## src/rtl/multi_fifo_status_ctrl_pkg.sv

```systemverilog
// SystemPkg: engine and channel state encodings for multi_fifo_status_ctrl
package SystemPkg;
  typedef enum logic [1:0] {IDLE, REQ, WAIT_DONE, FINISH} eng_state_t;
  typedef enum logic {READY, RST_HOLD} ch_state_t;
endpackage

```

## src/rtl/multi_fifo_status_ctrl_rr_arbiter.sv

```systemverilog
// rr_arbiter: round-robin grant searching from the pointer; pointer moves past the grant on advance
module rr_arbiter #(
  parameter int NCH = 2,
  localparam int CHW = NCH > 1 ? $clog2(NCH) : 1
) (
  input  logic           clock,
  input  logic           rst_n,
  input  logic [NCH-1:0] request,
  input  logic           advance,
  output logic [CHW-1:0] grant,
  output logic           valid
);
  logic [CHW-1:0] ptr;
  always_comb begin
    grant = '0;
    valid = |request;
    for (int k = NCH - 1; k >= 0; k--)
      if (request[(int'(ptr) + k) % NCH]) grant = CHW'((int'(ptr) + k) % NCH);
  end
  always_ff @(posedge clock or negedge rst_n)
    if (!rst_n) ptr <= '0;
    else if (advance) ptr <= CHW'((int'(grant) + 1) % NCH);
endmodule

```

## src/rtl/multi_fifo_status_ctrl.sv

```systemverilog
// multi_fifo_status_ctrl: round-robin FIFO-level burst/tail requester for a shared VDMA engine
module multi_fifo_status_ctrl
  import SystemPkg::*;
#(
  parameter int NCH       = 2,
  parameter int CSIZE     = 10,
  parameter int FULL_LEN  = 256,
  parameter int THRESHOLD = 200,
  parameter int BURST_LEN = 100,
  parameter int LSIZE     = 9,
  parameter     WR_RD     = "READ",
  parameter int RST_WAIT  = 31,
  localparam int CHW = NCH > 1 ? $clog2(NCH) : 1
) (
  input  logic                 clock,
  input  logic                 rst_n,
  input  logic [NCH-1:0]       enable,
  input  logic [NCH*CSIZE-1:0] count,
  input  logic [NCH-1:0]       fsync,
  input  logic [NCH-1:0]       tail_status,
  input  logic [NCH*LSIZE-1:0] tail_len,
  output logic                 req,
  output logic                 req_tail,
  output logic [CHW-1:0]       req_ch,
  output logic [LSIZE-1:0]     req_len,
  input  logic                 resp,
  input  logic                 done,
  output logic [NCH-1:0]       burst_done,
  output logic [NCH-1:0]       tail_done,
  output logic [NCH-1:0]       in_reset
);
  localparam int RW = $clog2(RST_WAIT + 2);
  localparam bit RD = WR_RD == "READ";
  logic [NCH-1:0] trig, elig, oh;
  ch_state_t      cst [NCH];
  logic [RW-1:0]  rcnt [NCH];
  eng_state_t     state, nxt;
  logic           abort, abort_nxt, valid, hit;
  logic [CHW-1:0] grant;
  always_ff @(posedge clock or negedge rst_n)
    if (!rst_n) begin
      trig <= '0;
      for (int i = 0; i < NCH; i++) begin
        cst[i]  <= READY;
        rcnt[i] <= '0;
      end
    end else begin
      for (int i = 0; i < NCH; i++) begin
        trig[i] <= enable[i] && (RD ? 32'(FULL_LEN - THRESHOLD) > 32'(count[i*CSIZE +: CSIZE])
                                    : 32'(count[i*CSIZE +: CSIZE]) > 32'(THRESHOLD));
        if (fsync[i]) begin
          cst[i]  <= RST_HOLD;
          rcnt[i] <= '0;
        end else if (cst[i] == RST_HOLD) begin
          if (32'(rcnt[i]) > 32'(RST_WAIT)) cst[i] <= READY;
          else rcnt[i] <= rcnt[i] + 1'b1;
        end
      end
    end
  always_comb begin
    in_reset = '0;
    for (int i = 0; i < NCH; i++) in_reset[i] = cst[i] == RST_HOLD;
  end
  assign elig = ~in_reset & ~fsync & trig;
  assign hit  = fsync[req_ch];
  assign oh   = NCH'(1) << req_ch;
  // Outside IDLE the arbiter only sees the granted channel, so advance steps past req_ch.
  rr_arbiter #(.NCH(NCH)) u_arb (
    .clock  (clock),
    .rst_n  (rst_n),
    .request(state == IDLE ? elig : oh),
    .advance(state == FINISH),
    .grant  (grant),
    .valid  (valid)
  );
  always_comb begin
    nxt       = state;
    abort_nxt = abort;
    case (state)
      IDLE: if (valid) begin
        nxt       = REQ;
        abort_nxt = 1'b0;
      end
      REQ: if (resp) begin
        nxt       = WAIT_DONE;
        abort_nxt = hit;
      end else if (hit) nxt = IDLE;
      WAIT_DONE: begin
        abort_nxt = abort | hit;
        if (done) nxt = abort_nxt ? IDLE : FINISH;
      end
      default: nxt = IDLE;
    endcase
  end
  always_ff @(posedge clock or negedge rst_n)
    if (!rst_n) begin
      state    <= IDLE;
      abort    <= 1'b0;
      req_ch   <= '0;
      req_tail <= 1'b0;
      req_len  <= '0;
    end else begin
      state <= nxt;
      abort <= abort_nxt;
      if (state == IDLE && valid) begin
        req_ch   <= grant;
        req_tail <= tail_status[grant];
        req_len  <= tail_status[grant] ? tail_len[int'(grant)*LSIZE +: LSIZE] : LSIZE'(BURST_LEN);
      end
    end
  assign req        = state == REQ;
  assign burst_done = (state == FINISH && !req_tail) ? oh : '0;
  assign tail_done  = (state == FINISH && req_tail) ? oh : '0;
endmodule

```

## config.mk

```make
export PLATFORM = sky130hd
export DESIGN_NAME = multi_fifo_status_ctrl
export DESIGN_NICKNAME = d
export VERILOG_FILES = /design/src/rtl/multi_fifo_status_ctrl_pkg.sv /design/src/rtl/multi_fifo_status_ctrl_rr_arbiter.sv /design/src/rtl/multi_fifo_status_ctrl.sv
export SDC_FILE = /design/constraint.sdc
export NUM_CORES = 1
export LEC_CHECK = 0
export ABC_CLOCK_PERIOD_IN_PS = 1700
export CAP_MARGIN = 10
export CORE_MARGIN = 1.5
export CORE_UTILIZATION = 39
export DETAILED_ROUTE_END_ITERATION = 16
export PLACE_DENSITY = 0.76
export RECOVER_POWER = 25
export SLEW_MARGIN = 15
export SYNTH_ARGS = -nofsm -noshare
export SYNTH_HDL_FRONTEND = slang
export SYNTH_SLANG_ARGS = --single-unit
```

## constraint.sdc

```tcl
create_clock -name clock -period 1.7 [get_ports clock]
set_input_delay 0.425 -clock clock [delete_from_list [all_inputs] [get_ports clock]]
set_output_delay 0.425 -clock clock [all_outputs]
set_load 0.02 [all_outputs]
```

; Word-level counts from Yosys, hierarchy flattened
; Cells that the tools add are included.
[classes]
mux = 36
order_cmp = 8
bitwise_logic = 6
n_reduce_logical = 15
multipliers = 1
shifts = 2
addsub = 4
eq_ne = 9
[ops]
columns = cell, n
row1 = 6-bit two-way mux, 6
row2 = 6-bit by 10-bit greater-than comparator with 1-bit output (first input constant), 2
row3 = 1-bit two-way mux, 19
row4 = 18-bit by 6-bit variable part select with 9-bit output, 1
row5 = 2-bit two-way mux, 8
row6 = 6-bit by 1-bit adder with 6-bit output (second input constant), 2
row7 = 6-bit by 5-bit greater-than comparator with 1-bit output (second input constant), 2
row8 = 9-bit two-way mux, 1
row9 = 2-bit inequality test (second input constant), 4
row10 = 1-bit by 2-bit < comparator with 1-bit output (second input constant), 3
row11 = 2-bit one-hot mux with 3 select lines, 1
row12 = 3-bit AND reduction, 2
row13 = 1-bit logical AND, 5
row14 = 1-bit by 4-bit multiplier with 5-bit output (second input constant), 1
row15 = 2-bit bitwise AND, 2
row16 = 2-bit == test (second input constant), 2
row17 = 2-bit NOT, 2
row18 = 2-bit AND reduction, 2
row19 = 2-bit nonzero test, 2
row20 = 2-bit by 3-bit < comparator with 1-bit output (second input constant), 1
row21 = 3-bit by 1-bit inequality test with 1-bit output (second input constant), 1
row22 = 1-bit one-hot mux with 3 select lines, 1
row23 = 3-bit nonzero test, 1
row24 = 1-bit adder (second input constant), 2
row25 = 8 further kinds, 8
[totals]
ff_bits = 31
word_cells = 92
output_inout_bits = 18

; Longest topological paths before layout
[depth]
word_depth = 12
mapped_depth = 8
mapped_depth_nobuf = 6

; By module
; A second synthesis with hierarchy kept.
[unflattened]
hier_cells = 153
hier_area_um2 = 1625.3
[by_module_without_submodules]
columns = module, instances, area_each_um2, cells_per_inst
row1 = multi_fifo_status_ctrl, 1, 1562.7, 147
row2 = rr_arbiter, 1, 62.6, 6

; Worst setup path after synthesis
; No wires, ideal clock.
[synth_path]
path_type = register to register
startpoint = reg state[0]
endpoint = reg req_len[2]
path_stages_with_launch = 9
path_buffers = 2
path_slack_ns = -0.145
arrival_time_ns = 1.723
period_less_slack_ns = 1.845
cell_sequence = dfrtp_1 -> inv_1 -> ha_1 -> buf_4 -> nand4bb_4 -> o22ai_1 -> buf_4 -> mux2_2 -> o22a_1
[synth_via]
elab_chain_len = 10
word_cells_on_any_way = 16
cone_classes = mul: 1 / shift: 1 / mux: 11 / reduce/logical: 3
[synth_lines]
columns = item, line
row1 = from (decl), multi_fifo_status_ctrl.sv:37  ; eng_state_t state, nxt;
row2 = from (signal assigned), multi_fifo_status_ctrl.sv:103  ; state <= nxt;
row3 = 2-bit zero test (*), "multi_fifo_status_ctrl.sv:71, multi_fifo_status_ctrl.sv:105"
row4 = 2-bit two-way mux, multi_fifo_status_ctrl.sv:71  ; .request(state == IDLE ? elig : oh),
row5 = 1-bit two-way mux (not written as such) (3 in series), multi_fifo_status_ctrl_rr_arbiter.sv:18  ; if (request[(int'(ptr) + k) % NCH]) grant = CHW'((int'(ptr) + k) % NCH);
row6 = 1-bit two-way mux (2 in series), multi_fifo_status_ctrl_rr_arbiter.sv:18
row7 = 1-bit by 4-bit multiplier with 5-bit output / 1-bit two-way mux (equally long branches), multi_fifo_status_ctrl.sv:108  ; req_len <= tail_status[grant] ? tail_len[int'(grant)*LSIZE +: LSIZE] : LSIZE'(BURST_LEN);
row8 = 18-bit by 6-bit variable part select with 9-bit output / 1-bit two-way mux (equally long branches), multi_fifo_status_ctrl.sv:108
row9 = 9-bit two-way mux, multi_fifo_status_ctrl.sv:108
row10 = to (signal assigned), multi_fifo_status_ctrl.sv:108
row11 = to (decl), multi_fifo_status_ctrl.sv:25  ; output logic [LSIZE-1:0] req_len,
; Mark *: on every way between the ends. The rest lies on a longest branch, timed or not. The select of a mux whose other input is x is not followed.
; A chain may end at the register's enable or synchronous reset.

; Worst setup path in the final report
[layout_path]
startpoint = reg state[0]
endpoint = reg state[0]
[layout_via]
elab_chain_len = 5
word_cells_on_any_way = 10
cone_classes = eq/ne: 5 / mux: 2 / reduce/logical: 3
[layout_lines]
columns = item, line
row1 = 2-bit zero test, "multi_fifo_status_ctrl.sv:71, multi_fifo_status_ctrl.sv:79"
row2 = 2-bit two-way mux, multi_fifo_status_ctrl.sv:71
row3 = 2-bit OR reduction, multi_fifo_status_ctrl_rr_arbiter.sv:16  ; valid = |request;
row4 = 2-bit inequality test (no source line), --
row5 = 3-bit AND reduction (no source line), --
; Several ways; a longest one is shown, not always the timed one.

==> impl_metrics.yaml <==
run_status:
  outcome: "finished with violations"
  violations: "setup timing"
route:
  ant_nets: 0
  routed_wl_um: 4220
  vias_per_cell: 4.94
  num_vias: 1467
  drc: 0
  wl_per_cell_um: 14.2
  drt_iter0_drc: 37
  first_pass_iters: 4
critical_path:
  startpoint_type: "register"
  r2r.worst_path.cells: 7
  critPathCaptureType: "register"
  reg2reg_to: "state[0]"
  critPathMaxFanout: 3
  r2r_start: "state[0]"
  required_ns: 1.86
  worstSetupPathType: "reg2reg"
  startpoint: "state[0]"
  rrSetupSlack_ns: -0.13
  crit_arrival_ns: 1.99
clock_network:
  clk_pin_slew_ns: 0.06
  clock_path_buffers: 2
  cts_buffers: 5
  cts_tree: "yes"
  clock-root-buffer: "clkbuf_8"
  cts_num_sinks: 31
  clk_latency_ns: 0.28
  htreeDepth: 2
grt:
  antenna_found_initial: 0
  grt_pass1_vias: 1535
  grtUsageTotal_pct: 20.0
  grt_pass1_wl_um: 6920
  overflow: 0
  grt_max_degree: 32
hold_path:
  worstHoldStart: "req_len[1]"
  whs_path_depth: 2
  hold_end: "req_len[1]"
  hp-class: "reg2reg"
placed_design:
  placed_cells: 280
  hpwl_um: 2900
  numPortBuffers: 59
  gp_congestion: 0.754
logic_synthesis:
  synth_top_area_share_pct: 47.0
  yosysSeqAreaShare_pct: 47.0
  ys_seq_elements: 31
  synth_edf_count: 0
  async_flop_share_pct: 100
  netlist_area_sq_um: 1650
  yosys-top-cells-area: "dfrtp_1 47%, mux2i_1 6.1%, ha_1 5.3%"
  synth_top_area_cell: "dfrtp_1"
  synth_top_flop_cell: "dfrtp_1"
  syn_nets: 207
  ys_warn_count: 0
  yosys.cell_types.count: 38
  syn-mean-instance-area_sq_um: 10.9
  synth_cells: 152
timing:
  finalWorstSetupSlack_ns: -0.127
  finalCritPeriodShare_pct: 107
  setup_viol: 17
  slew_violations: 0
  slew_headroom_pct: 47.9
  post-route-min-period_ns: 1.83
  rsz0062_at_grt: "yes"
  skew_ns: 0.00704
  worst-slew-pin-transition_ns: 0.782
  finalHoldViolations: 0
  max_clock_freq_mhz: 547
layout:
  nets: 301
  final_cells: 297
  drive_gt1_share_pct: 27.9
  diodes: 0
  syn_to_final_growth_pct: 66.3
floorplanning:
  dieArea_sq_um: 4630
  die_x_um: 68.1
  core-area_sq_um: 4030
  io_pins: 66
  die_h_um: 68.1
  fp-row-count: 23
  initial_core_util_pct: 41.0
power:
  p_per_area_nw_per_um2: 1040
  power_leakage_nw: 1.36
  ir_worst_vdd_v: 0.000645
  p_total_mw: 2.84
flow_run:
  maxCapViolCount: 0
## cell type report
class / count / area (sq um)
multi-input cells: 110 / 932
fillers: 302 / 1280
clock buffers: 8 / 100
repair buffers: 92 / 852
flip-flops and latches: 31 / 776
inverters: 6 / 22.5
well taps: 50 / 62.6
## worst max path at each step
stage	end	depth (start not counted)
floorplan	req_len[2]	8
global placement	req_len[6]	6
CTS	state[0]	7
global route	state[0]	7
detailed placement	req_len[8]	6
finish	state[0]	7
## critical path, cell delays in order (launching register included)
cell      delay (ns)
dfrtp_1         0.40
inv_2           0.09
ha_4            0.15
buf_6           0.10
and4bb_4        0.28
nor3_2          0.06
a221o_1         0.31
mux2_4          0.31
## sequential cells by signal (all words and copies together), names as in the netlist
signal / cells
trig: 2
req_tail: 1
req_ch: 1
state: 2
rcnt: 12
req_len: 9
in_reset: 2
abort: 1
u_arb.ptr: 1
## kinds of logic (layout without fill, tap and decap cells)
| family | count (synthesis) | after routing | share of synthesized area (%) |
|---|---|---|---|
| buf+inv | 12 | 106 | 4.09 |
| fa+ha+maj | 7 | 7 | 5.31 |
| simple gates | 54 | 54 | 18.0 |
| compound gates | 25 | 26 | 11.8 |
| xor+xnor | 8 | 8 | 4.25 |
| mux | 15 | 15 | 9.48 |
| flops | 31 | 31 | 47.0 |
## placed cells by master (no fill, tap or decap), types with 2 or more instances in the layout
| cell | instances |
|---|---|
| ha_1 | 5 |
| clkdlybuf4s15_2 | 2 |
| mux2i_1 | 10 |
| dlygate4sd2_1 | 6 |
| nor2_1 | 15 |
| or2_2 | 2 |
| o21ai_1 | 7 |
| xnor2_1 | 2 |
| clkdlybuf4s50_1 | 41 |
| dlymetal6s2s_1 | 6 |
| and3_1 | 2 |
| xor2_1 | 6 |
| nor2b_1 | 2 |
| nor3b_1 | 2 |
| dfrtp_1 | 31 |
| nand4_1 | 2 |
| buf_6 | 5 |
| a21oi_1 | 3 |
| ha_4 | 2 |
| buf_4 | 28 |
| inv_2 | 2 |
| nor4_1 | 2 |
| buf_2 | 2 |
| nand2_1 | 18 |
| a41oi_1 | 2 |
| inv_1 | 4 |
| a31oi_1 | 2 |
| mux2_4 | 5 |
| o22a_1 | 3 |
| clkbuf_8 | 7 |
## repair_timing
action,4_1_cts,5_1_grt
pin swaps,7,2
setup endpoints to repair,23,24
resized for setup,44,12
hold buffers,0,0
cloned,1,0
buffers inserted,7,1
## power by group
part,internal (mW),switching (mW)
Combinational,0.812,0.539
Clock,0.369,0.265
Sequential,0.803,0.0536
Total,1.98,0.858
## routing by layer
metal	share of wire, %	GRT usage, %	wire, um
met4	0.73	4.25	31
met1	43	25.2	1800
met3	4.5	5.26	190
met2	52	34.6	2200
met5	0	0	0
## cells in the mapped netlist (3+ instances only)
library cell	n
mux2i_1	10
inv_1	6
nand2_1	18
nor2_1	16
nor2b_1	3
a21oi_1	3
mux2_2	3
ha_1	7
o22a_1	3
xor2_1	6
nor3b_1	3
dfrtp_1	31
o21ai_1	7
## per-stage QoR
stage / setup TNS, ns / utilization [%] / worst slack (ns) / cell area [sq um] / hold WS (ns)
2_1_floorplan: -0.497 / - / -0.0996 / 1670 / 0.129
3_5_place_dp: -7.26 / 61.1 / -0.517 / 2460 / 0.482
4_1_cts: -0.963 / 66.7 / -0.141 / 2690 / 0.500
3_3_place_gp: -6.80 / 61.1 / -0.459 / 2460 / 0.468
5_1_grt: -2.40 / 68.1 / -0.197 / 2750 / 0.521
6_report: -0.775 / 68.1 / -0.127 / 2750 / 0.485
No activity file was read; power rests on OpenSTA's default activity.
